### src/rtl/xpmwrap_pkg.sv
// Shared helpers for the xpmwrap FIFO family: occupancy-width helper and
// parameter legality checks evaluated at elaboration.
package xpmwrap_pkg;

    localparam int MIN_ADDR_WIDTH = 2;
    localparam int MAX_ADDR_WIDTH = 10;
    localparam int MIN_DATA_WIDTH = 1;
    localparam int MAX_DATA_WIDTH = 1024;

    // Occupancy must represent 0..DEPTH inclusive, so one bit wider than a pointer.
    function automatic int cnt_width(input int addr_width);
        return addr_width + 1;
    endfunction

    function automatic bit addr_width_ok(input int addr_width);
        return (addr_width >= MIN_ADDR_WIDTH) && (addr_width <= MAX_ADDR_WIDTH);
    endfunction

    function automatic bit data_width_ok(input int data_width);
        return (data_width >= MIN_DATA_WIDTH) && (data_width <= MAX_DATA_WIDTH);
    endfunction

    function automatic bit prog_full_ok(input int thresh, input int addr_width);
        return (thresh >= 1) && (thresh <= (1 << addr_width));
    endfunction

    function automatic bit prog_empty_ok(input int thresh, input int addr_width);
        return (thresh >= 0) && (thresh <= (1 << addr_width) - 1);
    endfunction

endpackage

### src/rtl/xpmwrap_distram_sdp.sv
// Simple dual-port storage: synchronous write, asynchronous read, no reset,
// so synthesis maps it onto distributed (LUT) RAM.
module xpmwrap_distram_sdp
    import xpmwrap_pkg::*;
#(
    parameter int DATA_WIDTH = 32,
    parameter int ADDR_WIDTH = 6
) (
    input  logic                  clk,
    input  logic                  we,
    input  logic [ADDR_WIDTH-1:0] waddr,
    input  logic [DATA_WIDTH-1:0] wdata,
    input  logic [ADDR_WIDTH-1:0] raddr,
    output logic [DATA_WIDTH-1:0] rdata
);

    localparam int DEPTH = 1 << ADDR_WIDTH;

    logic [DATA_WIDTH-1:0] mem [DEPTH];

    always_ff @(posedge clk) begin
        if (we) begin
            mem[waddr] <= wdata;
        end
    end

    assign rdata = mem[raddr];

endmodule

### src/rtl/xpmwrap_distram_fifo.sv
// First-word fall-through FIFO on distributed RAM with a registered head
// entry; capacity DEPTH includes the head register.
module xpmwrap_distram_fifo
    import xpmwrap_pkg::*;
#(
    parameter int DATA_WIDTH        = 32,
    parameter int ADDR_WIDTH        = 6,
    parameter int PROG_FULL_THRESH  = 48,
    parameter int PROG_EMPTY_THRESH = 4
) (
    input  logic                  clk,
    input  logic                  rst_n,
    input  logic                  flush,
    input  logic [DATA_WIDTH-1:0] s_data,
    input  logic                  s_valid,
    output logic                  s_ready,
    output logic [DATA_WIDTH-1:0] m_data,
    output logic                  m_valid,
    input  logic                  m_ready,
    output logic [ADDR_WIDTH:0]   count,
    output logic                  prog_full,
    output logic                  prog_empty
);

    localparam int DEPTH = 1 << ADDR_WIDTH;
    localparam int CW    = cnt_width(ADDR_WIDTH);

    localparam logic [CW-1:0] DEPTH_C = CW'(DEPTH);
    localparam logic [CW-1:0] PF_C    = CW'(PROG_FULL_THRESH);
    localparam logic [CW-1:0] PE_C    = CW'(PROG_EMPTY_THRESH);

    if (!addr_width_ok(ADDR_WIDTH)) begin : g_bad_addr_width
        $error("xpmwrap_distram_fifo: ADDR_WIDTH out of range 2..10");
    end
    if (!data_width_ok(DATA_WIDTH)) begin : g_bad_data_width
        $error("xpmwrap_distram_fifo: DATA_WIDTH out of range 1..1024");
    end
    if (!prog_full_ok(PROG_FULL_THRESH, ADDR_WIDTH)) begin : g_bad_prog_full
        $error("xpmwrap_distram_fifo: PROG_FULL_THRESH out of range 1..DEPTH");
    end
    if (!prog_empty_ok(PROG_EMPTY_THRESH, ADDR_WIDTH)) begin : g_bad_prog_empty
        $error("xpmwrap_distram_fifo: PROG_EMPTY_THRESH out of range 0..DEPTH-1");
    end

    logic                  s_ready_q;
    logic [CW-1:0]         count_q;
    logic [CW-1:0]         count_nxt;
    logic                  prog_full_q;
    logic                  prog_empty_q;
    logic [ADDR_WIDTH-1:0] wr_ptr;
    logic [ADDR_WIDTH-1:0] rd_ptr;
    logic [DATA_WIDTH-1:0] ram_rdata;
    logic [DATA_WIDTH-1:0] head_data_p1;
    logic                  vld_p1;

    logic push;
    logic pop;
    logic ram_empty;
    logic load_head;
    logic bypass;
    logic ram_we;

    assign push      = s_valid & s_ready_q;
    assign pop       = vld_p1 & m_ready;
    // Everything not in the head register lives in RAM.
    assign ram_empty = (count_q == CW'(vld_p1));
    assign load_head = ~vld_p1 | pop;
    assign bypass    = load_head & ram_empty & push;
    assign ram_we    = push & ~bypass;

    always_comb begin
        count_nxt = count_q;
        case ({push, pop})
            2'b10:   count_nxt = count_q + CW'(1);
            2'b01:   count_nxt = count_q - CW'(1);
            default: count_nxt = count_q;
        endcase
    end

    xpmwrap_distram_sdp #(
        .DATA_WIDTH (DATA_WIDTH),
        .ADDR_WIDTH (ADDR_WIDTH)
    ) u_ram (
        .clk   (clk),
        .we    (ram_we),
        .waddr (wr_ptr),
        .wdata (s_data),
        .raddr (rd_ptr),
        .rdata (ram_rdata)
    );

    // Stage p0 -> occupancy, pointers and registered flags
    always_ff @(posedge clk or negedge rst_n) begin
        if (!rst_n) begin
            count_q      <= '0;
            wr_ptr       <= '0;
            rd_ptr       <= '0;
            s_ready_q    <= 1'b0;
            prog_full_q  <= 1'b0;
            prog_empty_q <= 1'b1;
        end else if (flush) begin
            count_q      <= '0;
            wr_ptr       <= '0;
            rd_ptr       <= '0;
            s_ready_q    <= 1'b1;
            prog_full_q  <= 1'b0;
            prog_empty_q <= 1'b1;
        end else begin
            count_q      <= count_nxt;
            s_ready_q    <= (count_nxt < DEPTH_C);
            prog_full_q  <= (count_nxt >= PF_C);
            prog_empty_q <= (count_nxt <= PE_C);
            if (ram_we) begin
                wr_ptr <= wr_ptr + ADDR_WIDTH'(1);
            end
            if (load_head && !ram_empty) begin
                rd_ptr <= rd_ptr + ADDR_WIDTH'(1);
            end
        end
    end

    // Stage p1 -> head-of-queue register feeding m_data/m_valid
    always_ff @(posedge clk or negedge rst_n) begin
        if (!rst_n) begin
            head_data_p1 <= '0;
            vld_p1       <= 1'b0;
        end else if (flush) begin
            vld_p1 <= 1'b0;
        end else if (load_head) begin
            if (!ram_empty) begin
                head_data_p1 <= ram_rdata;
                vld_p1       <= 1'b1;
            end else if (push) begin
                head_data_p1 <= s_data;
                vld_p1       <= 1'b1;
            end else begin
                vld_p1 <= 1'b0;
            end
        end
    end

    assign s_ready    = s_ready_q;
    assign count      = count_q;
    assign prog_full  = prog_full_q;
    assign prog_empty = prog_empty_q;
    assign m_data     = head_data_p1;
    assign m_valid    = vld_p1;

endmodule

### config.mk
export PLATFORM = sky130hd
export DESIGN_NAME = xpmwrap_distram_fifo
export DESIGN_NICKNAME = d
export VERILOG_FILES = /design/src/rtl/xpmwrap_pkg.sv /design/src/rtl/xpmwrap_distram_sdp.sv /design/src/rtl/xpmwrap_distram_fifo.sv
export SDC_FILE = /design/constraint.sdc
export NUM_CORES = 2
export LEC_CHECK = 0
export CAP_MARGIN = 10
export CORE_UTILIZATION = 67
export CTS_CLUSTER_DIAMETER = 200
export DETAILED_ROUTE_END_ITERATION = 8
export GPL_ROUTABILITY_DRIVEN = 0
export PLACE_DENSITY = 0.84
export SYNTH_ARGS = -nofsm -noshare
export SYNTH_HDL_FRONTEND = slang
export SYNTH_HIERARCHICAL = 1
export SYNTH_SLANG_ARGS = --single-unit
### constraint.sdc
create_clock -name clk -period 12 [get_ports clk]
set_input_delay 2.4 -clock clk [delete_from_list [all_inputs] [get_ports clk]]
set_output_delay 2.4 -clock clk [all_outputs]
set_load 0.005 [all_outputs]
==> results.tsv <==
metric	value	unit
Synth Area in Adders	0.0775	%
most common cell in the netlist	edfxtp_1	
DR pass1 iterations	9	
fin. max-slew vios	0	
fmax	0.159	GHz
worst endpoint required time	12410	ps
layout cells sized above 1	25.5	%
Post-Syn Instances	3578	
Final Hold Fails	0	
Synth async-reset ratio	2.62	%
Least-Margin Pin Slew	1400	ps
WP data arrival	6700	ps
final wirelength	234	mm
CTS tree	done	
Via Count	43026	
H-tree levels	4	
final net count	3755	
status	complete, no violations	
max cap viols	0	
first-pass GRT wire length	324	mm
worst skew pair latency	850	ps
Sw Share	29.1	%
Tcrit/Tclk final	52.4	%
Post-synth EDFFs	2048	
critical path startpoint	m_ready	
unrepaired setup endpoints after global routing	false	
Final Skew	46.7	ps
area grow syn2layout	10.8	%
Iteration-0 DRC Markers	8134	
largest family of logic cells by synthesized area	multiplexers	
global route total overflow	0	
Clock power frac	32.0	%
reg2reg start	rd_ptr[0]	
Net Sw Power	5.49	mW
Initial Util	68.0	%
final setup violating endpoints	0	
CTS clock-pin slew for the worst setup and hold paths	60	ps
power share of the combinational group	23.7	%
clock tree sinks	2103	
Pint	13.4	mW
IO Port Bufs	79	
DP HPWL	115	mm
sequential share of the synthesized area	77.9	%
post-layout min period	6290	ps
power per cell area	211	nW/µm²
die area	122000	µm²
Peak VDD IR	0.224	mV
initial antenna violation count	16	
Critical Path End	u_ram/mem[22][7]	
core box area	119000	µm²
#FFs+latches synth	2103	
Warnings, synthesis	6	
Yosys cell types	61	
CP Capture Type	register	
CP Class	in -> reg	
R2R Path End	m_data[24]	
Post-CTS Setup Inserts	0	
CTS resizes	0	
vias in the first global route	42073	
Area contributors post-synth	edfxtp_1, mux4_2, dfrtp_1, mux2i_1, nor2_1	
HP Class	reg -> reg	
Cell Area, Synth	80700	µm²
Critical Path Source Type	input port	
Core Rows	126	
gr usage total	39.2	%
Remaining DRCs	0	
Top FF cell, synth	edfxtp_1	
post-route ant nets	0	
die width	349	µm
Worst R2R Path Depth	8	
CTS buffer count	190	
Syn Nets	3620	
Post-Synth Simple-Gate Area	1.79	%
clk root buf	clkbuf_16	
placed cell count	5121	
Compound-Gate Fraction of Synth Area	2.06	%
mean number of vias per cell	7.86	
top cells by count, synth	edfxtp_1, mux4_2, nor2_1	
Longest Clk Path Bufs	3	
R2R Setup Slk	6680	ps
Post-Layout Cell Count	5474	
CTS Hold Buffers Added	0	
Yosys top cell area share	76.2	%
XOR/XNOR share of the synthesized area	0.195	%
CP max FO	32	
Rel. slew slack	6.66	%
WHS	510	ps
largest net degree at the start of global routing	121	
DR WL/cell	42.8	µm
Synth area leader	edfxtp_1	
Seq pwr share	44.3	%
multiplexer area fraction after synthesis	16.8	%
average size of a mapped cell	22.6	µm²
Boundary Pins	80	
die height	349	µm
Lkg Pwr	27.3	nW
TNS Setup	0	ps
-- placed cells by master, fill, tap and decap left out, drive strengths merged, types with 4 or more instances in the layout --
master and n:
diode 10, clkdlybuf4s50 46, nand2 63, a311oi 8, nand3b 5, nor2b 17
edfxtp 2048, dfrtp 54, ha 5, clkinv 81, bufinv 16, xnor2 7
mux2i 129, a22oi 12, and2 4, clkinvlp 7, nand3 10, buf 98
xor2 11, nor3 11, a41o 4, nand2b 10, or3 4, and3 7
mux4 544, clkbuf 235, inv 8, or2 5, nor2 163, o32ai 4
o22ai 84, o221ai 28, nand4 5, a21oi 69, or3b 5, o21ai 33
-- how the worst min path moves through the flow --
stage	startpoint	endpoint	slack, ps	cells past startpoint
floorplan	m_data[10]	m_data[10]	470	2
global placement	m_data[31]	m_data[31]	460	2
detailed placement	m_data[2]	m_data[2]	470	2
CTS	m_data[20]	m_data[20]	500	2
global route	m_data[20]	m_data[20]	530	2
finish	m_data[20]	m_data[20]	510	2
-- power by group through the flow --
stage / clock (mW) / combinational, mW / sequential (mW)
floorplan: 0 / 2.79 / 8.38
global placement: 0 / 4.03 / 8.48
detailed placement: 0 / 4.13 / 8.49
CTS: 6.04 / 4.32 / 8.35
global route: 6.28 / 4.52 / 8.36
finish: 6.03 / 4.48 / 8.36
-- cells by family after synthesis --
group / after synthesis
buffers and inverters: 205
flip-flops: 2103
XOR/XNOR: 18
adder cells (fa/ha/maj): 5
multiplexers: 673
AO/OA/AOI/OAI: 258
AND/OR/NAND/NOR: 316
-- per-stage QoR --
| step | cell area, µm² | setup WS (ps) | total power [mW] | util, % |
|---|---|---|---|---|
| after floorplan | 80700 | 5940 | 11.2 | - |
| after global placement | 83400 | 5640 | 12.5 | 70.3 |
| after detailed placement | 83400 | 5510 | 12.6 | 70.3 |
| after CTS | 89500 | 6120 | 18.7 | 75.4 |
| after global routing | 89500 | 5900 | 19.2 | 75.4 |
| final | 89500 | 5710 | 18.9 | 75.4 |
-- layout make-up --
class / count / area [µm²]
Tap cell: 1600 / 2000
Multi-Input combinational cell: 1270 / 17400
Timing Repair Buffer: 144 / 1180
Clock inverter: 108 / 946
Clock buffer: 235 / 5080
Antenna cell: 10 / 25.0
Fill cell: 5504 / 29200
Inverter: 4 / 15.0
Sequential cell: 2103 / 62900
-- sequential cells by signal, summed over array words and instances, names as in the netlist --
register	flops
wr_ptr	6
prog_full	1
count	7
m_valid	1
s_ready	1
prog_empty	1
m_data	32
u_ram/mem	2048
rd_ptr	6
-- routing by layer --
layer | share of wire (%) | global-route usage (%)
met1 | 31 | 50.7
met2 | 47 | 60.8
met3 | 15 | 12.3
met4 | 6.7 | 19.8
met5 | 0.021 | 0
-- worst max-delay path, stage by stage --
cell and delay, ps:
clkdlybuf4s50_1 470, a21bo_2 250, a41oi_2 690, nor2b_1 380
nand3_1 1020, nor2_4 1410
Power figures use the tool's default switching activity.
